[src/rtl/fir_output_quantizer.sv]
// Purpose: round/scale/saturate the FIR accumulator sum into OUTBITS samples behind a FWFT output FIFO.
// Latency: capture edge N -> stage-1 register; FIFO write at N+1; out_valid visible after N+1 when empty.
// Backpressure: out_valid/out_ready; a result arriving at a full FIFO with no pop is dropped (drop pulse).
// Build option: define FIR_ROUND_EN for round-half-up; otherwise plain floor truncation.
module fir_output_quantizer #(
    parameter int ACCUBITS = 41,
    parameter int OUTBITS  = 16,
    parameter int SHIFT    = 15,
    parameter int LAT      = 9,
    parameter int DEPTH    = 4
) (
    input  logic                clk,
    input  logic                rst_n,
    input  logic                in_valid,
    input  logic [ACCUBITS-1:0] acc_in,
    input  logic                clr_flags,
    output logic [OUTBITS-1:0]  out_data,
    output logic                out_valid,
    input  logic                out_ready,
    output logic                sat_flag,
    output logic                drop
);

    localparam int CW = $clog2(LAT + 1);
    localparam int PW = $clog2(DEPTH);
    localparam int NW = PW + 1;

    localparam logic [CW-1:0] LAT_C   = CW'(LAT);
    localparam logic [NW-1:0] DEPTH_C = NW'(DEPTH);

    // Output range limits expressed at the widened stage-1 width.
    localparam logic signed [ACCUBITS:0] SAT_MAX =
        {{(ACCUBITS + 2 - OUTBITS){1'b0}}, {(OUTBITS - 1){1'b1}}};
    localparam logic signed [ACCUBITS:0] SAT_MIN =
        {{(ACCUBITS + 2 - OUTBITS){1'b1}}, {(OUTBITS - 1){1'b0}}};

    logic [CW-1:0]             prime_cnt;
    logic                      capture;
    logic signed [ACCUBITS:0]  acc_ext;
    logic signed [ACCUBITS:0]  acc_rnd;
    logic signed [ACCUBITS:0]  acc_scaled;
    logic signed [ACCUBITS:0]  s1_val;
    logic                      s1_valid;
    logic [OUTBITS-1:0]        s2_dat;
    logic                      s2_sat;

    logic [OUTBITS-1:0]        mem [DEPTH];
    logic [PW-1:0]             wr_ptr;
    logic [PW-1:0]             rd_ptr;
    logic [NW-1:0]             fifo_cnt;
    logic                      fifo_full;
    logic                      rd_en;
    logic                      wr_en;
    logic                      wr_drop;

    // A strobe only carries a real result once the adder tree has filled.
    assign capture = in_valid && (prime_cnt == LAT_C);

    // One extra bit of headroom so the rounding add can never wrap.
    assign acc_ext = {acc_in[ACCUBITS-1], acc_in};

`ifdef FIR_ROUND_EN
    localparam logic signed [ACCUBITS:0] RND_C =
        {{ACCUBITS{1'b0}}, 1'b1} << (SHIFT - 1);
    assign acc_rnd = acc_ext + RND_C;
`else
    assign acc_rnd = acc_ext;
`endif

    assign acc_scaled = acc_rnd >>> SHIFT;

    // Prime counter: counts strobes up to the tree depth, then holds.
    always_ff @(posedge clk or negedge rst_n) begin
        if (!rst_n) begin
            prime_cnt <= '0;
        end else if (in_valid && (prime_cnt != LAT_C)) begin
            prime_cnt <= prime_cnt + CW'(1);
        end
    end

    // Stage 1: register the scaled value on capture strobes only.
    always_ff @(posedge clk or negedge rst_n) begin
        if (!rst_n) begin
            s1_val   <= '0;
            s1_valid <= 1'b0;
        end else begin
            s1_valid <= capture;
            if (capture) begin
                s1_val <= acc_scaled;
            end
        end
    end

    // Stage 2: clamp the scaled value to the signed output range.
    always_comb begin
        s2_sat = 1'b0;
        s2_dat = s1_val[OUTBITS-1:0];
        if (s1_val > SAT_MAX) begin
            s2_sat = 1'b1;
            s2_dat = {1'b0, {(OUTBITS - 1){1'b1}}};
        end else if (s1_val < SAT_MIN) begin
            s2_sat = 1'b1;
            s2_dat = {1'b1, {(OUTBITS - 1){1'b0}}};
        end
    end

    // Sticky saturation flag; a new saturation beats a same-edge clear.
    always_ff @(posedge clk or negedge rst_n) begin
        if (!rst_n) begin
            sat_flag <= 1'b0;
        end else if (s1_valid && s2_sat) begin
            sat_flag <= 1'b1;
        end else if (clr_flags) begin
            sat_flag <= 1'b0;
        end
    end

    assign out_valid = (fifo_cnt != '0);
    assign out_data  = mem[rd_ptr];
    assign fifo_full = (fifo_cnt == DEPTH_C);
    assign rd_en     = out_valid && out_ready;
    // A pop on the same edge frees the slot for the incoming result.
    assign wr_en     = s1_valid && (!fifo_full || rd_en);
    assign wr_drop   = s1_valid && fifo_full && !rd_en;

    // Output FIFO: wrap-around pointers, occupancy count and drop pulse.
    always_ff @(posedge clk or negedge rst_n) begin
        if (!rst_n) begin
            for (int i = 0; i < DEPTH; i++) begin
                mem[i] <= '0;
            end
            wr_ptr   <= '0;
            rd_ptr   <= '0;
            fifo_cnt <= '0;
            drop     <= 1'b0;
        end else begin
            if (wr_en) begin
                mem[wr_ptr] <= s2_dat;
                wr_ptr      <= wr_ptr + PW'(1);
            end
            if (rd_en) begin
                rd_ptr <= rd_ptr + PW'(1);
            end
            case ({wr_en, rd_en})
                2'b10:   fifo_cnt <= fifo_cnt + NW'(1);
                2'b01:   fifo_cnt <= fifo_cnt - NW'(1);
                default: fifo_cnt <= fifo_cnt;
            endcase
            drop <= wr_drop;
        end
    end

endmodule

[config.mk]
export PLATFORM = sky130hd
export DESIGN_NAME = fir_output_quantizer
export DESIGN_NICKNAME = d
export VERILOG_FILES = /design/src/rtl/fir_output_quantizer.sv
export SDC_FILE = /design/constraint.sdc
export NUM_CORES = 1
export LEC_CHECK = 0
export BUFFER_PORTS_ARGS = -buffer_cell sky130_fd_sc_hd__buf_2
export CORE_UTILIZATION = 40
export CTS_CLUSTER_DIAMETER = 40
export DETAILED_ROUTE_END_ITERATION = 12
export PLACE_DENSITY_LB_ADDON = 0.1
export SKIP_CTS_REPAIR_TIMING = 1
export SYNTH_ARGS = -nofsm -noshare
export SYNTH_HDL_FRONTEND = slang
export SYNTH_SLANG_ARGS = --single-unit
[constraint.sdc]
create_clock -name clk -period 7 [get_ports clk]
set_input_delay 1.4 -clock clk [delete_from_list [all_inputs] [get_ports clk]]
set_output_delay 1.4 -clock clk [all_outputs]
set_load 0.005 [all_outputs]
* Word-level counts from Yosys, hierarchy flattened
Index checks and enable logic that the tools add are counted.
** Cells by class
- Mux-type cells :: 13
- Reductions and logical operators :: 14
- Add/subtract/negate cells :: 5
- Bitwise gates (word level) :: 2
- Order comparisons :: 5
- Equal/unequal tests :: 5
** Operators by type and width (count)
- $mux W16 :: 5
- $bwmux W64 :: 1
- $bmux W16 S2 :: 1
- $demux W16 S2 :: 1
- $gt A26 B16 Y1 const B :: 1
- $lt A26 B16 Y1 const B :: 1
- $logic_and A1 B1 Y1 :: 8
- $ge A3 B3 Y1 const B :: 2
- $not A2 Y3 :: 2
- $pmux W3 S2 :: 1
- $add A2 B1 Y2 const B :: 2
- $add A4 B1 Y4 const B :: 1
- $eq A4 B4 Y1 const B :: 1
- $mux W1 :: 4
- $ne A4 B4 Y1 const B :: 1
- $reduce_bool A2 Y1 :: 2
- $add A3 B1 Y3 const B :: 1
- $eq A3 B3 Y1 const B :: 1
- $lt A3 B1 Y1 const B :: 1
- $reduce_bool A3 Y1 :: 1
- $sub A3 B1 Y3 const B :: 1
- $eq A2 B1 Y1 const B :: 1
- $eq A2 B2 Y1 const B :: 1
- $logic_not A1 Y1 :: 2
- $logic_or A1 B1 Y1 :: 1
** Storage, ports and cells
- Logic and storage cells :: 56
- Bits in registers :: 104
- Output and inout port bits :: 19

* Depth between registers and ports, before layout
Gate-level depths: netlist of run 1.
- Depth after elaboration :: 6
- Depth in mapped cells :: 9
- Depth with buffers taken out :: 8

* Least setup slack after synthesis of run 1
No wires, ideal clock.
- Path kind :: in2reg
- Start :: in out_ready
- End :: reg fifo_cnt[2]
- Setup time :: 79 ps
- Arrival time :: 3094 ps
- Path slack :: 3827 ps
- Stages :: 9
- Data required time :: 6921 ps
- Cell sequence :: or4b_4 buf_6 nand2_2 ha_1 inv_1 fa_1 xor2_1 nor2_1 xor2_1
** On the way
- Cells in the longest elaborated chain, start to end :: 5
- Elaborated cells between the ends (all ways) :: 7
- Those cells by class :: eq/ne: 2; mux: 1; reduce/logical: 4
** RTL lines
- from (decl) :: RTL line 19 : input logic out_ready,
- $logic_and A1 B1 Y1 (*) :: RTL line 121 : assign rd_en = out_valid && out_ready;
- $logic_or A1 B1 Y1 :: RTL line 123 : assign wr_en = s1_valid && (!fifo_full || rd_en);
- $logic_and A1 B1 Y1 :: RTL line 123
- $eq A2 B1 Y1 / $eq A2 B2 Y1 (equally long branches) :: RTL line 144 : case ({wr_en, rd_en})
- $pmux W3 S2 / $reduce_bool A2 Y1 (equally long branches)
- to (signal assigned) :: RTL line 145 : 2'b10: fifo_cnt <= fifo_cnt + NW'(1);
- to (signal assigned) :: RTL line 146 : 2'b01: fifo_cnt <= fifo_cnt - NW'(1);
- to (signal assigned) :: RTL line 147 : default: fifo_cnt <= fifo_cnt;
- to (decl) :: RTL line 50 : logic [NW-1:0] fifo_cnt;
Every way passes the cells marked *; elsewhere a longest branch is shown, timed or not.
A chain may end at the register's enable or synchronous reset.

* Worst setup path in the final report of run 1
- Start :: reg rd_ptr[1]
- End :: out out_data[8]
** On the way
- Cells in the longest elaborated chain, start to end :: 4
** RTL lines
- from (decl) :: RTL line 49 : logic [PW-1:0] rd_ptr;
- from (signal assigned) :: RTL line 142 : rd_ptr <= rd_ptr + PW'(1);
- $not A2 Y3 (not written as such) :: RTL line 119 : assign out_data = mem[rd_ptr];
- $bmux W16 S2 :: RTL line 119
- $mux W16 (not written as such) (2 in a row) :: RTL line 119
- to (decl) :: RTL line 17 : output logic [OUTBITS-1:0] out_data,
No other way between the ends. The select of a mux whose other input is x is not followed.

==> flow_summary.yaml, run 1 <==
run_status:
  status: "finished clean"
clock_tree:
  cts_root_buf: "clkbuf_16"
  cts_tree: "built"
  clk_pin_slew_worst_paths_ps: 70
  cts.sinks: 104
  clkLatencyLatePin_ps: 360
  cts_buffers: 9
  clock_path_buffers: 2
  htree_levels: 3
min_path:
  hold-path-cell-count: 1
  hold_path.class: "reg -> reg"
worst_setup_path:
  crit_path_max_incr_delay_ps: 1040
  crit_arrival_ps: 2020
  cp-start-kind: "flop"
  end_kind: "primary output"
  reg2reg_slack_ps: 4250
  crit_type: "reg -> out"
  crit_chain: "mux4_2 > buf_2"
  rr_worst_depth: 8
  r2r-end: "fifo_cnt[2]$_DFFE_PN0P_"
  worstSetupEndpoint: "out_data[8]"
  cp_max_fo: 17
  reg2reg_from: "fifo_cnt[1]$_DFFE_PN0P_"
  cpMaxStageDelayCell: "dfrtp_1"
  crit_start: "rd_ptr[1]$_DFFE_PN0P_"
  required_ps: 5600
sta:
  post-route-min-period_ps: 3420
  fmax_mhz: 293
  rsz0062_at_grt: "false"
  whs_ps: 502
  hold_violations: 0
  setup_ws_ps: 3580
  report.final.slew_viol_count: 0
  max_slew_margin: 0.301
  tightest_slew_ps: 1050
  fin_crit_sh: 0.488
  setup-violations-final: 0
  setup_tns_ps: 0
  clock_skew_ps: 11.9
flow_run:
  drv_cap: 0
synthesis:
  ys_warn_count: 0
  ys_ff_latch: 104
  yosysSeqAreaShare: 0.507
  synth-edff-count: 0
  avgSynthCellArea_um2: 11.5
  synthFlopType: "dfrtp_1"
  synth_area_um2: 5140
  synth_cell_types: 33
  synthArstFlopShare: 1.00
  syn_nets: 499
  netlist_instances: 445
floorplanning:
  die_h_um: 115
  core_um2: 12600
  start_util: 0.409
  io_pins: 65
  fp.dieW_um: 115
  dieArea_um2: 13300
  row_count: 41
placement:
  place.gp.congestion: 0.720
  dp_slack_ps: 3240
  dp_hpwl_um: 7960
  portBuffers: 49
grt:
  grt_usage: 0.234
  grt_pass1_vias: 4085
  grt_pass1_wl_um: 23200
  antenna_found_initial: 0
  grt_max_degree: 67
  grt_overflow_total: 0
route:
  drt_iter0_drc: 327
  via_per_inst: 6.26
  drt_pre_antenna_iters: 4
  wire_per_inst_um: 22.7
  remaining_drc_errors: 0
  wirelength_um: 14500
  drtAntennaViolNets: 0
  vias: 3997
pwr:
  irDropWorstVdd_uv: 281
  leakage_nw: 2.45
  pwr_density_cell_nw_per_um2: 431
final_layout:
  drive_gt1_frac: 0.266
  diodes: 0
  final_common_cell: "dfrtp_1"
  mostFrequentLayoutCells: "dfrtp_1 (104), nand3_1 (60), o221ai_1 (60)"
  finalNetCount: 515
  area_growth_syn_to_layout_pct: 13.1
  fin_util: 0.462
final cells by class:
class	instances	area [um2]
clock inverters	6	155
inverters	9	33.8
flip-flops and latches	104	2600
fillers	1141	6760
well taps	172	215
repair buffers	55	293
multi-input cells	282	2280
clock buffers	10	229
how the worst min path moves through the flow:
stage	from	end
CTS	prime_cnt[3]$_DFFE_PN0P_	prime_cnt[3]$_DFFE_PN0P_
global route	prime_cnt[3]$_DFFE_PN0P_	prime_cnt[3]$_DFFE_PN0P_
global placement	mem[33]$_DFFE_PN0P_	mem[33]$_DFFE_PN0P_
floorplan	mem[0]$_DFFE_PN0P_	mem[0]$_DFFE_PN0P_
finish	prime_cnt[3]$_DFFE_PN0P_	prime_cnt[3]$_DFFE_PN0P_
detailed placement	mem[16]$_DFFE_PN0P_	mem[16]$_DFFE_PN0P_
cell usage after synthesis, types with 3 or more instances:
cell / count / share of area
dfrtp_1: 104 / 0.51
nand3_1: 60 / 0.058
o221ai_1: 60 / 0.10
o21ai_0: 50 / 0.049
mux2_2: 31 / 0.068
clkbuf_1: 28 / 0.020
buf_2: 17 / 0.017
mux4_2: 16 / 0.070
o21ai_1: 11 / 0.011
nand2_1: 10 / 0.0073
inv_1: 9 / 0.0066
ha_1: 7 / 0.017
xnor2_1: 5 / 0.0085
and2_1: 4 / 0.0049
nor2_1: 4 / 0.0029
xor2_1: 4 / 0.0068
buf_4: 3 / 0.0044
nand4_1: 3 / 0.0037
registers in the layout, indices dropped and copies added (netlist names):
name,count
prime_cnt,4
sat_flag,1
drop,1
rd_ptr,2
mem,64
s1_val,26
wr_ptr,2
fifo_cnt,3
s1_valid,1
stage by stage:
stage                     area [um2]  total power, mW  std cells
after global placement          5430             1.84        622
after floorplan                 5140             1.58        445
after global routing            5810             2.65        638
final                           5810             2.51        638
after CTS                       5810             2.52        638
after detailed placement        5430             1.87        622
kinds of logic after synthesis:
group | Yosys count | share of synthesized area
buffers and inverters | 59 | 0.0509
adders and majority gates | 8 | 0.0209
muxes | 49 | 0.142
xor gates and xnor gates | 9 | 0.0153
DFF | 104 | 0.507
AOI/OAI and AO/OA | 126 | 0.170
and+or+nand+nor | 90 | 0.0938
worst max-delay path: cells and delay by family (launching register included):
kind	cells	cell delay, ps
multiplexers	1	460
flip-flops	1	1040
buffers and inverters	1	150
layer usage:
metal	vias to the layer above	GRT usage	wire length, um
li1	1750	-	-
met1	2054	0.326	6480
met2	161	0.349	6730
met3	32	0.0416	862
met4	0	0.120	439
met5	-	0	0
power breakdown:
group          switching (mW)  total, mW  internal (mW)
sequential              0.227       1.06          0.830
combinational           0.431      0.804          0.373
clock                   0.226      0.647          0.421
Power figures use the tool's default switching activity.
==> run 2, diff against run 1 <==
==> constraint.sdc (replaced) <==
create_clock -name clk -period 2.8 [get_ports clk]
set_input_delay 0.56 -clock clk [delete_from_list [all_inputs] [get_ports clk]]
set_output_delay 0.56 -clock clk [all_outputs]
set_load 0.005 [all_outputs]
==> run 2 against run 1 <==
- sequential power rose by 140%
- via count grew 0.55%
- final area up 0.28%
- final cell count increased by 1.6%
- critical endpoint is now out_data[0]
==> flow_summary.yaml, run 2 (same netlist as run 1, synthesis figures left out) <==
final_layout:
  final_common_cell: "dfrtp_1"
  mostFrequentLayoutCells: "dfrtp_1 (104), nand3_1 (60), o221ai_1 (60)"
  drive_gt1_frac: 0.279
  diodes: 0
  finalNetCount: 525
  largest_reg_flops: 64
  reg_top3: "mem (64), s1_val (26), prime_cnt (4)"
  largest_register: "mem"
  fin_util: 0.464
  fillCellCount: 1160
  multi_input_area_um2: 2280
  final_cells: 648
  regArea_um2: 2600
  area_growth_syn_to_layout_pct: 13.4
clock_tree:
  cts_root_buf: "clkbuf_16"
  cts_tree: "built"
  htree_levels: 3
  clock_path_buffers: 2
  cts_buffers: 9
  cts.sinks: 104
  clk_pin_slew_worst_paths_ps: 70
  clkLatencyLatePin_ps: 350
run_status:
  status: "finished clean"
grt:
  grt_pass1_vias: 3926
  grt_pass1_wl_um: 22400
  use_met2: 0.347
  grt_overflow_total: 0
  met3_usage: 0.0506
  gr-max-usage-layer: "met2"
  grtUsageMet1: 0.310
  antenna_found_initial: 0
  grt_max_degree: 66
  grt_usage: 0.225
route:
  drt_pre_antenna_iters: 5
  drtAntennaViolNets: 0
  remaining_drc_errors: 0
  via_per_inst: 6.20
  drt_iter0_drc: 391
  wire_per_inst_um: 21.5
  vias: 4019
  wirelength_um: 13900
worst_setup_path:
  crit_buf_inv: 2
  cpMaxStageDelayCell: "mux4_2"
  cp_max_fo: 18
  crit_path_max_incr_delay_ps: 600
  crit_type: "reg -> out"
  required_ps: 2240
  crit_family: "multiplexers"
  cp-start-kind: "flop"
  crit_arrival_ps: 1780
  crit_chain: "buf_4 > mux4_2 > buf_2"
  end_kind: "primary output"
sta:
  setup_ws_ps: 456
  hold_violations: 0
  rsz0062_at_grt: "false"
  max_slew_margin: 0.409
  post-route-min-period_ps: 2340
  tightest_slew_ps: 886
  setup_tns_ps: 0
  report.final.slew_viol_count: 0
  fin_crit_sh: 0.837
  clock_skew_ps: 6.49
  setup-violations-final: 0
  fmax_mhz: 427
placement:
  dp_hpwl_um: 8220
  dpl.cell_count: 632
  portBuffers: 49
  place.gp.congestion: 0.743
  dp_slack_ps: 323
min_path:
  hold_path.class: "in -> async"
floorplanning:
  die_h_um: 115
  dieArea_um2: 13300
  fp.dieW_um: 115
  row_count: 41
  core_um2: 12600
  start_util: 0.409
  io_pins: 65
flow_run:
  drv_cap: 0
pwr:
  pwr_density_cell_nw_per_um2: 1020
  power_mw: 5.96
  leakage_nw: 2.47
  irDropWorstVdd_uv: 504
==> run 2: changes by cell type in the layout (fill, tap and decap cells not counted) <==
cell	change
clkinv_2	+1
buf_12	+2
clkbuf_1	+1
clkbuf_8	+2
buf_4	+8
bufinv_16	-4
==> run 2: final timing paths <==
kind / slack [ps] / end / cells past startpoint / startpoint
min in group clk: 440 / s1_val[16]$_DFFE_PN0P_ / 2 / acc_in[31]
worst min register to register: 500 / prime_cnt[3]$_DFFE_PN0P_ / 1 / prime_cnt[3]$_DFFE_PN0P_
max in group asynchronous: 1840 / s1_val[11]$_DFFE_PN0P_ / 2 / rst_n
worst max-delay path: 460 / out_data[0] / 3 / rd_ptr[0]$_DFFE_PN0P_
worst max register to register: 500 / mem[9]$_DFFE_PN0P_ / 5 / fifo_cnt[0]$_DFFE_PN0P_
worst min-delay path: 250 / mem[59]$_DFFE_PN0P_ / 1 / rst_n
==> run 2: routing by layer <==
metal,up-vias,part of all wire,wire length [um]
li1,1776,-,-
met1,2047,0.43,6040
met2,181,0.48,6630
met3,15,0.074,1030
met4,0,0.015,205
met5,-,0,0
==> run 2: worst reg2reg max path, stage by stage, from the launching register on <==
cell      delay, ps
dfrtp_1         470
or4b_4          560
buf_4           370
nand2_1         380
buf_4           240
o221ai_1        130
==> run 2: layout make-up <==
| class | instances | share of cell area |
|---|---|---|
| repair buffers | 65 | 0.0674 |
| inverters | 9 | 0.00580 |
| multi-input cells | 282 | 0.392 |
| clock inverters | 3 | 0.00687 |
| flip-flops and latches | 104 | 0.447 |
| clock buffers | 13 | 0.0447 |
| well taps | 172 | 0.0369 |
==> run 2: stage by stage <==
stage               cell area, um2  hold slack [ps]
detailed placement            5530              491
floorplan                     5140              264
finish                        5830              253
CTS                           5830              265
global route                  5830              292
global placement              5530              479
==> run 2: report_power, final <==
part / internal (mW) / total [mW] / switching, mW
Clock: 0.740 / 1.28 / 0.538
Sequential: 2.08 / 2.57 / 0.490
Combinational: 0.974 / 2.11 / 1.14
==> run 3, diff against run 2 <==
--- a/config.mk
+++ b/config.mk
@@ -5,6 +5,7 @@
 export SDC_FILE = /design/constraint.sdc
 export NUM_CORES = 1
 export LEC_CHECK = 0
+export ABC_AREA = 1
 export BUFFER_PORTS_ARGS = -buffer_cell sky130_fd_sc_hd__buf_2
 export CORE_UTILIZATION = 40
 export CTS_CLUSTER_DIAMETER = 40
==> constraint.sdc (replaced) <==
create_clock -name clk -period 2.1 [get_ports clk]
set_input_delay 0.42 -clock clk [delete_from_list [all_inputs] [get_ports clk]]
set_output_delay 0.42 -clock clk [all_outputs]
set_load 0.005 [all_outputs]
==> run 3 against run 2 <==
- critical path depth grew 2
- count of clock-buffer cells in the layout shrank 3
- first-iteration DRC count down 48%
- area after synthesis down 4.6%
- sequential cell count unchanged
- clock skew is 2.8 ps higher
- non-clock buffer count down 5
- global-route usage is 2.5 points lower
- largest cell class unchanged
==> flow_summary.yaml, run 3 <==
synthesis:
  synth-edff-count: 0
  yosysSeqAreaShare: 0.531
  synth_commonest_cells: "nand2_1 (301), dfrtp_1 (104), nor2_1 (42), o21ai_0 (37), inv_1 (17)"
  syn_nets: 644
  synth_area_leaders: "dfrtp_1 (53%), nand2_1 (23%), o21ai_0 (3.8%)"
  synthFlopType: "dfrtp_1"
  synth_top_area_frac: 0.531
  ys_warn_count: 0
  synthArstFlopShare: 1.00
  netlist_instances: 590
  synth_cell_types: 28
  post-synth-top-count-cell: "nand2_1"
  avgSynthCellArea_um2: 8.30
  synth_area_leader_cell: "dfrtp_1"
  synth_area_um2: 4900
  ys_ff_latch: 104
route:
  wirelength_um: 11600
  remaining_drc_errors: 0
  drtAntennaViolNets: 0
  drt_iter0_drc: 202
  vias: 3762
  drt_pre_antenna_iters: 4
  via_per_inst: 4.78
  wire_per_inst_um: 14.8
final_layout:
  reg_top3: "mem (64), s1_val (26), prime_cnt (4)"
  final_cell_area_um2: 5530
  largest_register: "mem"
  fillCellCount: 1200
  final_common_cell: "nand2_1"
  drive_gt1_frac: 0.153
  diodes: 0
  mostFrequentLayoutCells: "nand2_1 (301), dfrtp_1 (104), buf_2 (48)"
  finalNetCount: 691
  final_cells: 787
  area_growth_syn_to_layout_pct: 12.8
  largest_reg_flops: 64
  fin_util: 0.462
worst_setup_path:
  cp_max_fo: 10
  cp-start-kind: "flop"
  end_kind: "primary output"
  crit_arrival_ps: 1580
  reg2reg_slack_ps: 170
  crit_type: "reg -> out"
  required_ps: 1680
clock_tree:
  clock_path_buffers: 2
  cts_buffers: 9
  cts_tree: "built"
  clk_pin_slew_worst_paths_ps: 60
  cts_root_buf: "clkbuf_16"
  cts.sinks: 104
  htree_levels: 3
  clkLatencyLatePin_ps: 350
placement:
  dp_slack_ps: 130
  dpl.cell_count: 772
  place.gp.congestion: 0.763
  dp_hpwl_um: 7410
  portBuffers: 49
  placed_area_um2: 5240
sta:
  rsz0062_at_grt: "false"
  report.final.slew_viol_count: 0
  fin_crit_sh: 0.952
  setup-violations-final: 0
  setup_tns_ps: 0
  post-route-min-period_ps: 2000
  max_slew_margin: 0.672
  tightest_slew_ps: 490
  clock_skew_ps: 9.25
  whs_ps: 241
  hold_violations: 0
  setup_ws_ps: 101
  fmax_mhz: 500
grt:
  grt_overflow_total: 0
  grt_max_degree: 42
  grt_usage: 0.200
  antenna_found_initial: 0
  grt_pass1_wl_um: 19400
  grt_pass1_vias: 3819
run_status:
  status: "finished clean"
floorplanning:
  fp.dieW_um: 113
  dieArea_um2: 12700
  die_h_um: 113
  core_um2: 12000
  row_count: 40
  start_util: 0.410
  io_pins: 65
pwr:
  leakage_nw: 2.94
  irDropWorstVdd_uv: 580
  pwr_density_cell_nw_per_um2: 1500
  power_mw: 8.28
flow_run:
  drv_cap: 0
min_path:
  hold_path.class: "in -> reg"
==> run 3: cell count changes after synthesis, moves of 20 or more <==
cell	change
mux2_2	-31
nor2_1	+38
clkbuf_1	-20
o221ai_1	-60
nand3_1	-57
nand2_1	+291
==> run 3: final timing paths <==
kind | from | to | cells past startpoint
min in group asynchronous | rst_n | mem[18]$_DFFE_PN0P_ | 2
hold reg to reg | mem[38]$_DFFE_PN0P_ | mem[38]$_DFFE_PN0P_ | 2
setup reg to reg | fifo_cnt[1]$_DFFE_PN0P_ | fifo_cnt[2]$_DFFE_PN0P_ | 9
max in group asynchronous | rst_n | s1_val[20]$_DFFE_PN0P_ | 3
setup / recovery | rd_ptr[1]$_DFFE_PN0P_ | out_data[5] | 5
hold / removal | clr_flags | sat_flag$_DFFE_PN0P_ | 2
==> run 3: layout make-up <==
type | count | area, um2 | area share
Clock buffer | 10 | 229 | 0.0414
Sequential cell | 104 | 2600 | 0.471
Timing Repair Buffer | 60 | 358 | 0.0648
Tap cell | 147 | 184 | 0.0333
Multi-Input combinational cell | 439 | 1990 | 0.360
Inverter | 23 | 118 | 0.0213
Clock inverter | 4 | 47.5 | 0.00861
==> run 3: metal layers <==
layer / vias to the layer above / global-route usage / share of wire
li1: 1920 / - / -
met1: 1765 / 0.263 / 0.47
met2: 69 / 0.327 / 0.48
met3: 8 / 0.0448 / 0.042
met4: 0 / 0.0649 / 0.0085
met5: - / 0 / 0
==> run 3: power by group <==
part | internal [mW] | total, mW | switching (mW)
Sequential | 2.89 | 3.42 | 0.527
Clock | 0.907 | 1.62 | 0.716
Combinational | 1.28 | 3.24 | 1.96
==> run 3: worst max-delay path, stage by stage (launching register included) <==
cell and delay (ps):
dfrtp_1 400, clkinvlp_4 200, buf_4 210, o21ai_0 100, o22ai_1 170, buf_2 150
==> run 3: logic make-up after synthesis <==
kind of cell / after synthesis / synth area share
simple gates: 365 / 0.303
buf+inv: 47 / 0.0633
xor+xnor: 8 / 0.0143
fa+ha+maj: 8 / 0.0220
flops: 104 / 0.531
compound gates: 58 / 0.0661
